### src/rtl/alu_cmd_if.sv
// alu_cmd_if: command and response valid/ready channels between a host and alu_cmd_driver
interface alu_cmd_if;
    logic       cmd_valid;
    logic       cmd_ready;
    logic [2:0] cmd_op;
    logic [3:0] cmd_a;
    logic [3:0] cmd_b;
    logic       rsp_valid;
    logic       rsp_ready;
    logic [2:0] rsp_op;
    logic [3:0] rsp_sum;
    logic       rsp_carry;
    logic       rsp_ovf;
    logic       rsp_flag;
    modport master (
        output cmd_valid, cmd_op, cmd_a, cmd_b, rsp_ready,
        input  cmd_ready, rsp_valid, rsp_op, rsp_sum, rsp_carry, rsp_ovf, rsp_flag
    );
    modport slave (
        input  cmd_valid, cmd_op, cmd_a, cmd_b, rsp_ready,
        output cmd_ready, rsp_valid, rsp_op, rsp_sum, rsp_carry, rsp_ovf, rsp_flag
    );
endinterface

### src/rtl/alu_cmd_driver.sv
// alu_cmd_driver: queues ALU commands, drives a combinational ALU and returns captured results
module alu_cmd_driver #(
    parameter int FIFO_DEPTH = 4,
    parameter int CNT_W      = 8
) (
    input  logic             clk,
    input  logic             rst_n,
    alu_cmd_if.slave         bus,
    output logic [3:0]       alu_a,
    output logic [3:0]       alu_b,
    output logic [2:0]       alu_sel,
    input  logic [3:0]       alu_sum,
    input  logic             alu_carry,
    input  logic             alu_ovf,
    input  logic             alu_flag,
    output logic [CNT_W-1:0] ovf_cnt,
    output logic             busy
);
    localparam int AW = $clog2(FIFO_DEPTH);
    typedef enum logic [1:0] {IDLE, DRIVE, WAIT} state_t;
    state_t        state, state_nx;
    logic [10:0]   mem [FIFO_DEPTH];
    logic [AW-1:0] wr_ptr, rd_ptr;
    logic [AW:0]   count;
    logic          push, pop, capture, empty, full;
    assign empty         = count == '0;
    assign full          = count == (AW+1)'(FIFO_DEPTH);
    assign bus.cmd_ready = rst_n && !full;
    assign push          = bus.cmd_valid && bus.cmd_ready;
    always_ff @(posedge clk or negedge rst_n)
        if (!rst_n) state <= IDLE;
        else state <= state_nx;
    always_comb begin
        state_nx = state;
        case (state)
            IDLE:    state_nx = empty ? IDLE : DRIVE;
            DRIVE:   state_nx = WAIT;
            WAIT:    state_nx = !bus.rsp_ready ? WAIT : (empty ? IDLE : DRIVE);
            default: state_nx = IDLE;
        endcase
    end
    always_comb begin
        pop     = !empty && (state == IDLE || (state == WAIT && bus.rsp_ready));
        capture = state == DRIVE;
        busy    = state != IDLE || !empty;
    end
    // Queue storage carries no reset; occupancy is governed by count alone.
    always_ff @(posedge clk)
        if (push) mem[wr_ptr] <= {bus.cmd_op, bus.cmd_a, bus.cmd_b};
    always_ff @(posedge clk or negedge rst_n)
        if (!rst_n) begin
            wr_ptr        <= '0;
            rd_ptr        <= '0;
            count         <= '0;
            alu_a         <= '0;
            alu_b         <= '0;
            alu_sel       <= '0;
            bus.rsp_valid <= 1'b0;
            bus.rsp_op    <= '0;
            bus.rsp_sum   <= '0;
            bus.rsp_carry <= 1'b0;
            bus.rsp_ovf   <= 1'b0;
            bus.rsp_flag  <= 1'b0;
            ovf_cnt       <= '0;
        end else begin
            if (push) wr_ptr <= wr_ptr + AW'(1);
            if (pop) begin
                rd_ptr                   <= rd_ptr + AW'(1);
                {alu_sel, alu_a, alu_b}  <= mem[rd_ptr];
            end
            count <= count + (AW+1)'(push) - (AW+1)'(pop);
            if (capture) begin
                bus.rsp_valid <= 1'b1;
                bus.rsp_op    <= alu_sel;
                bus.rsp_sum   <= alu_sum;
                bus.rsp_carry <= alu_carry;
                bus.rsp_ovf   <= alu_ovf;
                bus.rsp_flag  <= alu_flag;
                if (alu_sel[2:1] == 2'b00 && alu_ovf && ovf_cnt != '1) ovf_cnt <= ovf_cnt + 1'b1;
            end else if (state == WAIT && bus.rsp_ready) begin
                bus.rsp_valid <= 1'b0;
            end
        end
endmodule

### src/flat_wrapper.sv
// flat-port wrapper written by rule: the top's interface ports become plain ports
module alu_cmd_driver_flat 
#(
    parameter int FIFO_DEPTH = 4,
    parameter int CNT_W      = 8
)
  (clk, rst_n, alu_a, alu_b, alu_sel, alu_sum, alu_carry, alu_ovf, alu_flag, ovf_cnt, busy, bus_cmd_valid, bus_cmd_op, bus_cmd_a, bus_cmd_b, bus_rsp_ready, bus_cmd_ready, bus_rsp_valid, bus_rsp_op, bus_rsp_sum, bus_rsp_carry, bus_rsp_ovf, bus_rsp_flag);
  alu_cmd_if bus_i ();
  input  logic clk;
  input  logic rst_n;
  output logic [3:0] alu_a;
  output logic [3:0] alu_b;
  output logic [2:0] alu_sel;
  input  logic [3:0] alu_sum;
  input  logic alu_carry;
  input  logic alu_ovf;
  input  logic alu_flag;
  output logic [CNT_W-1:0] ovf_cnt;
  output logic busy;
  input wire logic [$bits(bus_i.cmd_valid)-1:0] bus_cmd_valid;
  input wire logic [$bits(bus_i.cmd_op)-1:0] bus_cmd_op;
  input wire logic [$bits(bus_i.cmd_a)-1:0] bus_cmd_a;
  input wire logic [$bits(bus_i.cmd_b)-1:0] bus_cmd_b;
  input wire logic [$bits(bus_i.rsp_ready)-1:0] bus_rsp_ready;
  output wire logic [$bits(bus_i.cmd_ready)-1:0] bus_cmd_ready;
  output wire logic [$bits(bus_i.rsp_valid)-1:0] bus_rsp_valid;
  output wire logic [$bits(bus_i.rsp_op)-1:0] bus_rsp_op;
  output wire logic [$bits(bus_i.rsp_sum)-1:0] bus_rsp_sum;
  output wire logic [$bits(bus_i.rsp_carry)-1:0] bus_rsp_carry;
  output wire logic [$bits(bus_i.rsp_ovf)-1:0] bus_rsp_ovf;
  output wire logic [$bits(bus_i.rsp_flag)-1:0] bus_rsp_flag;
  assign bus_i.cmd_valid = bus_cmd_valid;
  assign bus_i.cmd_op = bus_cmd_op;
  assign bus_i.cmd_a = bus_cmd_a;
  assign bus_i.cmd_b = bus_cmd_b;
  assign bus_i.rsp_ready = bus_rsp_ready;
  assign bus_cmd_ready = bus_i.cmd_ready;
  assign bus_rsp_valid = bus_i.rsp_valid;
  assign bus_rsp_op = bus_i.rsp_op;
  assign bus_rsp_sum = bus_i.rsp_sum;
  assign bus_rsp_carry = bus_i.rsp_carry;
  assign bus_rsp_ovf = bus_i.rsp_ovf;
  assign bus_rsp_flag = bus_i.rsp_flag;
  alu_cmd_driver #(.FIFO_DEPTH(FIFO_DEPTH), .CNT_W(CNT_W)) u_core (.clk(clk), .rst_n(rst_n), .bus(bus_i), .alu_a(alu_a), .alu_b(alu_b), .alu_sel(alu_sel), .alu_sum(alu_sum), .alu_carry(alu_carry), .alu_ovf(alu_ovf), .alu_flag(alu_flag), .ovf_cnt(ovf_cnt), .busy(busy));
endmodule
### config.mk
export PLATFORM = sky130hd
export DESIGN_NAME = alu_cmd_driver_flat
export DESIGN_NICKNAME = d
export VERILOG_FILES = /design/src/rtl/alu_cmd_if.sv /design/src/rtl/alu_cmd_driver.sv /design/src/flat_wrapper.sv
export SDC_FILE = /design/constraint.sdc
export NUM_CORES = 1
export LEC_CHECK = 0
export CORE_MARGIN = 10
export CORE_UTILIZATION = 53
export DETAILED_ROUTE_END_ITERATION = 10
export PLACE_DENSITY = 0.78
export SLEW_MARGIN = 0
export SYNTH_ARGS = -nofsm -noshare
export SYNTH_HDL_FRONTEND = slang
export SYNTH_SLANG_ARGS = --single-unit
### constraint.sdc
create_clock -name clk -period 2.5 [get_ports clk]
set_input_delay 0.25 -clock clk [delete_from_list [all_inputs] [get_ports clk]]
set_output_delay 0.25 -clock clk [all_outputs]
set_load 0.03 [all_outputs]
# Word level (Yosys, flattened, before mapping)
# Memory sizes are Yosys's and may differ from the RTL's. A register that Yosys moved wholly into a read port is not among the register bits.
# Index checks and enable logic that the tools add are counted.
# Widths: inputs -> output; s select.
# op_classes
addsub	5
eq_ne	4
n_mux	7
n_reduce_logical	17
# op_table
cell	n
$add 8x1->8 const B	1
$ne 8x8->1 const B	1
$logic_and 1x1->1	6
$pmux 2 s3	1
$mux 1	5
$add 2x1->2 const B	2
$logic_not 2->1	2
$reduce_bool 2->1	2
$add 3x1->3	1
$eq 3x3->1 const B	1
$logic_not 1->1	3
$logic_not 3->1	1
$sub 3x1->3	1
$eq 2x1->1 const B	1
$eq 2x2->1 const B	1
$logic_or 1x1->1	2
$mux 2	1
$reduce_and 2->1	1
# totals
ff_bits	28
mem_bits_rw	44
inputBits	22
out_inout_bits	32
word_cells	45
mem_count	1
# memory_table
memory	words	width	read_ports	rd_clocked_by_memory_dff	write_ports	line	text
u_core.mem	4	11	1	1	1	alu_cmd_driver.sv:22	logic [10:0] mem [FIFO_DEPTH];

# Depth between registers and ports, before layout
# logic_depth
depth_word	6
depth_mapped	10
depth_no_buf	9

# Worst setup path after synthesis
# OpenSTA, ideal clock, no wires.
# synth_path
path_type	reg2reg
from	reg u_core.state[1]
to	reg u_core.count[2]
setup_time_ps	126
arrival_time_ps	2064
required_time_ps	2374
path_slack_ps	310
stages_incl_launch_ff	11
n_path_buf	1
period_less_slack_ps	2190
cell_sequence	dfrtp_1 -> and2b_4 -> nor3_4 -> buf_6 -> ha_1 -> inv_1 -> ha_1 -> inv_1 -> fa_1 -> xnor2_1 -> xnor2_1
# synth_via
elab_chain_len	5
elab_cells_between_ends	6
cone_classes	1 x add/sub; 1 x eq/ne; 4 x reduce/logical
# synth_rtl
item	line	text
start, declared	alu_cmd_driver.sv:21	state_t state, state_nx;
start signal, assigned	alu_cmd_driver.sv:32	else state <= state_nx;
$eq 2x2->1	alu_cmd_driver.sv:43	pop = !empty && (state == IDLE || (state == WAIT && bus.rsp_ready));
$logic_and 1x1->1	alu_cmd_driver.sv:43	
$logic_or 1x1->1 *	alu_cmd_driver.sv:43	
$logic_and 1x1->1 *	alu_cmd_driver.sv:43	
named net u_core.pop	alu_cmd_driver.sv:25	logic push, pop, capture, empty, full;
$sub 3x1->3 *	alu_cmd_driver.sv:71	count <= count + (AW+1)'(push) - (AW+1)'(pop);
end signal, assigned	alu_cmd_driver.sv:71	
end, declared	alu_cmd_driver.sv:24	logic [AW:0] count;
# Mark *: on every way through the listed nets, which the timed path passes. The rest lies on a longest branch.
# A chain may end at the register's enable or synchronous reset.

# Worst setup path in the final report
# layout_path
from	reg u_core.count[2]
to	reg u_core.count[2]
# layout_via
elab_chain_len	6
elab_cells_between_ends	9
cone_classes	2 x add/sub; 1 x eq/ne; 6 x reduce/logical
# layout_rtl
item	line	text
$eq 3x3->1	alu_cmd_driver.sv:27	assign full = count == (AW+1)'(FIFO_DEPTH);
$logic_not 1->1	alu_cmd_driver.sv:28	assign bus.cmd_ready = rst_n && !full;
$logic_and 1x1->1	alu_cmd_driver.sv:28	
$logic_and 1x1->1	alu_cmd_driver.sv:29	assign push = bus.cmd_valid && bus.cmd_ready;
$add 3x1->3	alu_cmd_driver.sv:71	
$sub 3x1->3 *	alu_cmd_driver.sv:71	
# Every way passes the cells marked *; elsewhere a longest branch is shown, timed or not.

==> results.md <==
* Status: completed
* CTS clk-pin slew, worst paths at 0.08 ns
* DP Area at 4003 sq um
* Most frequent cells in the layout: clkdlybuf4s50_1 (52), edfxtp_1 (44), dfrtp_1 (39), mux2_2 (16)
* R2r startpoint: u_core.count[2]$_DFF_PN0_
* Crit path buffers/inverters at 2
* Avg Vias per Cell at between 5 and 6
* CTS tree: yes
* Final Critical Period at 2.141 ns
* Sequential Power Share at 41.2%
* Number of global-route vias before repair at roughly 1.9k
* Initial Util at between 50 and 60%
* Startpoint types: flip-flop
* Fin Setup TNS at 0 ns
* Combinational share of power at 41.2%
* Cell Count Post-Placement at 319
* Final Cell Area at roughly 4200 sq um
* Net switching power at 1.804 mW
* Internal power at 3.370 mW
* Non-Filler Instances at around 340
* Reg-to-reg setup timing slack at between 0.3 and 0.4 ns
* Final setup fails at 0
* Final Max Tran Viols at 0
* Root Buffer: clkbuf_8
* Adder-cell share of the synthesized area at 3.165%
* Max Fclk at about 470 MHz
* Synth Flop Type: edfxtp_1
* Most common cell after layout, fill and taps aside: clkdlybuf4s50_1
* CTS resizes at 0
* Crit-path max cell delay at 0.45 ns
* Crit-path leading delay family: adder cells
* Setup bufs post-CTS at 0
* Simple-Gate Fraction of Synth Area at 6.183%
* RSZ-0062 raised after global routing: false
* # hold bufs at CTS at 0
* Leakage Power at 1.652 nW
* Row count at 29
* Clock skew at 0.006865 ns
* Synthesized instance count at 190
* Most area-consuming cells after synthesis: edfxtp_1 (39%), dfrtp_1 (29%), mux4_2 (6.0%)
* Gr usage total at 12.79%
* WS Path Type: flip-flop to flip-flop
* Async SR Flop Fraction at a little under half
* Post-synthesis sequential area ratio at 67.57%
* Critical Path Stages at 9
* Number of buffers added on ports at 53
* Core Area at 6277 sq um
* Crit-path cells: nor3_4 > nor3_4 > ha_1 > inv_1 > ha_1 > inv_1 > fa_1 > xnor2_1 > xnor2_1
* Synth Net Count at 220
* Area Growth Syn to Fin at 23.15%
* Post-Synth XOR/XNOR Area at between 2 and 2.5%
* Max cap viols at 0
* Post-synth EDFFs at 44
* Top cell type's share of synthesized area at 38.87%
* Worst path slowest cell: dfrtp_1
* Final hold vios at 0
* Post-synthesis mux area share at 16.86%
* Htree depth at 3
* Synth Register Bits at 83
* N_diodes at 0
* WL final at 6143 um
* Largest fanout on the critical path at 3
* Fill cells at 447
* Largest family of logic cells by synthesized area: multiplexers
* Worst slew pin tran at 0.6327 ns
* RR Endpoint: u_core.count[2]$_DFF_PN0_
* Switching part of the total at between 30% and 40%
* PwrDens at 1236 nW/um^2
* Worst-Skew Late Latency at ~0.34 ns
* First-pass GRT wire length at around 10000 um
* Synthesized area per cell at 17.89 sq um
* Crit path DAT at 2.41 ns
* Clk pwr share at 17.5%
* Clock Sinks at 83
* Rel. slew slack at just under 60%
* Worst ir drop on vdd at 0.7428 mV
* Yosys warning total at 0
* Routability cong. at 0.7300
* Starting DRC count in detailed routing at 71
* HPWL after DPL at 4286 um
* Netlist cell types at 35
* # DRC at 0
* Final Core Density at 66.69%
* Tcrit/Tclk final at 85.66%
* Vias at 1,795
* Largest net degree at the start of global routing at 40
* Post-DRT Antenna Nets at 0
* Area leader, netlist: edfxtp_1
* Area fraction in compound gates after synthesis at 1.951%
* Final-stage net count at 283
* Initial antenna violation count at 0
* Grt total ovfl at 0
* Die width at around 100 um
* CP required at 2.77 ns
* I/O pins at 54
* Share of cells above drive strength 1 at ~22%
* Crit. End Element: flip-flop
* Drt wl/cell at between 15 and 20 um
* CTS buffer count at 9
* DIE HEIGHT at 100.1 um
* DIE AREA at 10,020 sq um
* CTS max path bufs at 2
* Mapped cell area at 3400 sq um
* R2R cell count at 9
* TritonRoute pass-1 iters at 4
* Hold Path Class: primary input to asynchronous set/reset pin
Yosys cell counts (2+ instances only):
cell type and count:
edfxtp_1 44, buf_6 2, a21oi_1 2, inv_1 9, and3_1 5, and2b_4 2, ha_1 7, nand3_1 4
xnor2_1 4, mux4_2 9, mux2_2 16, mux4_1 2, and2_1 3, nor3_1 2, mux2_4 7, mux2_1 2
nor3_4 2, xor2_1 4, nand2_1 6, nor2_1 5, dfrtp_1 39
worst max path at each step:
stage                                    from  slack [ns]                         to
finish              u_core.count[2]$_DFF_PN0_        0.36  u_core.count[2]$_DFF_PN0_
global route        u_core.count[1]$_DFF_PN0_        0.21  u_core.count[2]$_DFF_PN0_
CTS                 u_core.count[2]$_DFF_PN0_        0.34  u_core.count[2]$_DFF_PN0_
detailed placement              bus_rsp_ready        0.13  u_core.count[2]$_DFF_PN0_
global placement                bus_rsp_ready        0.19  u_core.count[2]$_DFF_PN0_
floorplan           u_core.state[1]$_DFF_PN0_        0.31  u_core.count[2]$_DFF_PN0_
layer usage:
layer	part of all wire [%]	GRT usage (%)	wire length [um]	up-vias
li1	-	-	-	834
met3	8.1	5.632	499	9
met5	0	0	0	-
met1	44	15.57	2681	891
met2	47	19.66	2868	61
met4	1.5	4.891	94	0
flip-flops by register name, indices dropped and copies added, names as in the netlist:
| name | cells |
|---|---|
| u_core.mem | 44 |
| u_core.ovf_cnt | 8 |
| u_core.alu_a | 4 |
| u_core.alu_b | 4 |
| u_core.bus.rsp_sum | 4 |
| u_core.alu_sel | 3 |
| u_core.bus.rsp_op | 3 |
| u_core.count | 3 |
| u_core.rd_ptr | 2 |
| u_core.state | 2 |
| u_core.wr_ptr | 2 |
| u_core.bus.rsp_carry | 1 |
| u_core.bus.rsp_flag | 1 |
| u_core.bus.rsp_ovf | 1 |
| u_core.bus.rsp_valid | 1 |
layout make-up:
cell class                      instances  area (sq um)  share of cell area, %
Tap cell                               77         96.34                  2.301
Clock buffer                           10         127.6                  3.048
Timing Repair Buffer                   56         548.0                  13.09
Sequential cell                        83          2297                  54.87
Clock inverter                          6         56.30                  1.345
Inverter                                9         33.78                 0.8069
Multi-Input combinational cell         94          1027                  24.54
power groups by stage:
| stage | Sequential [mW] | Combinational, mW | Clock (mW) |
|---|---|---|---|
| 2_1_floorplan | 2.49 | 1.11 | 0 |
| 3_3_place_gp | 2.15 | 2.11 | 0 |
| 3_5_place_dp | 2.16 | 2.18 | 0 |
| 4_1_cts | 2.14 | 2.18 | 0.928 |
| 5_1_grt | 2.19 | 2.30 | 0.984 |
| 6_report | 2.13 | 2.13 | 0.908 |
cells by family (layout without fill, tap and decap cells):
kind of cell / after synthesis / count (layout)
adders and majority gates: 8 / 8
buffers and inverters: 13 / 81
DFF: 83 / 83
and+or+nand+nor: 33 / 33
muxes: 37 / 37
AOI/OAI and AO/OA: 8 / 8
xor gates and xnor gates: 8 / 8
per-stage QoR:
stage / hold WS, ns / total power, mW / setup WS (ns)
after floorplan: -0.04559 / 3.601 / 0.3100
after global placement: 0.4106 / 4.263 / 0.1859
after detailed placement: 0.4154 / 4.343 / 0.1273
after CTS: 0.03196 / 5.250 / 0.3388
after global routing: 0.05071 / 5.475 / 0.2075
final: 0.01710 / 5.174 / 0.3586
(Power assumes the default switching activity.)
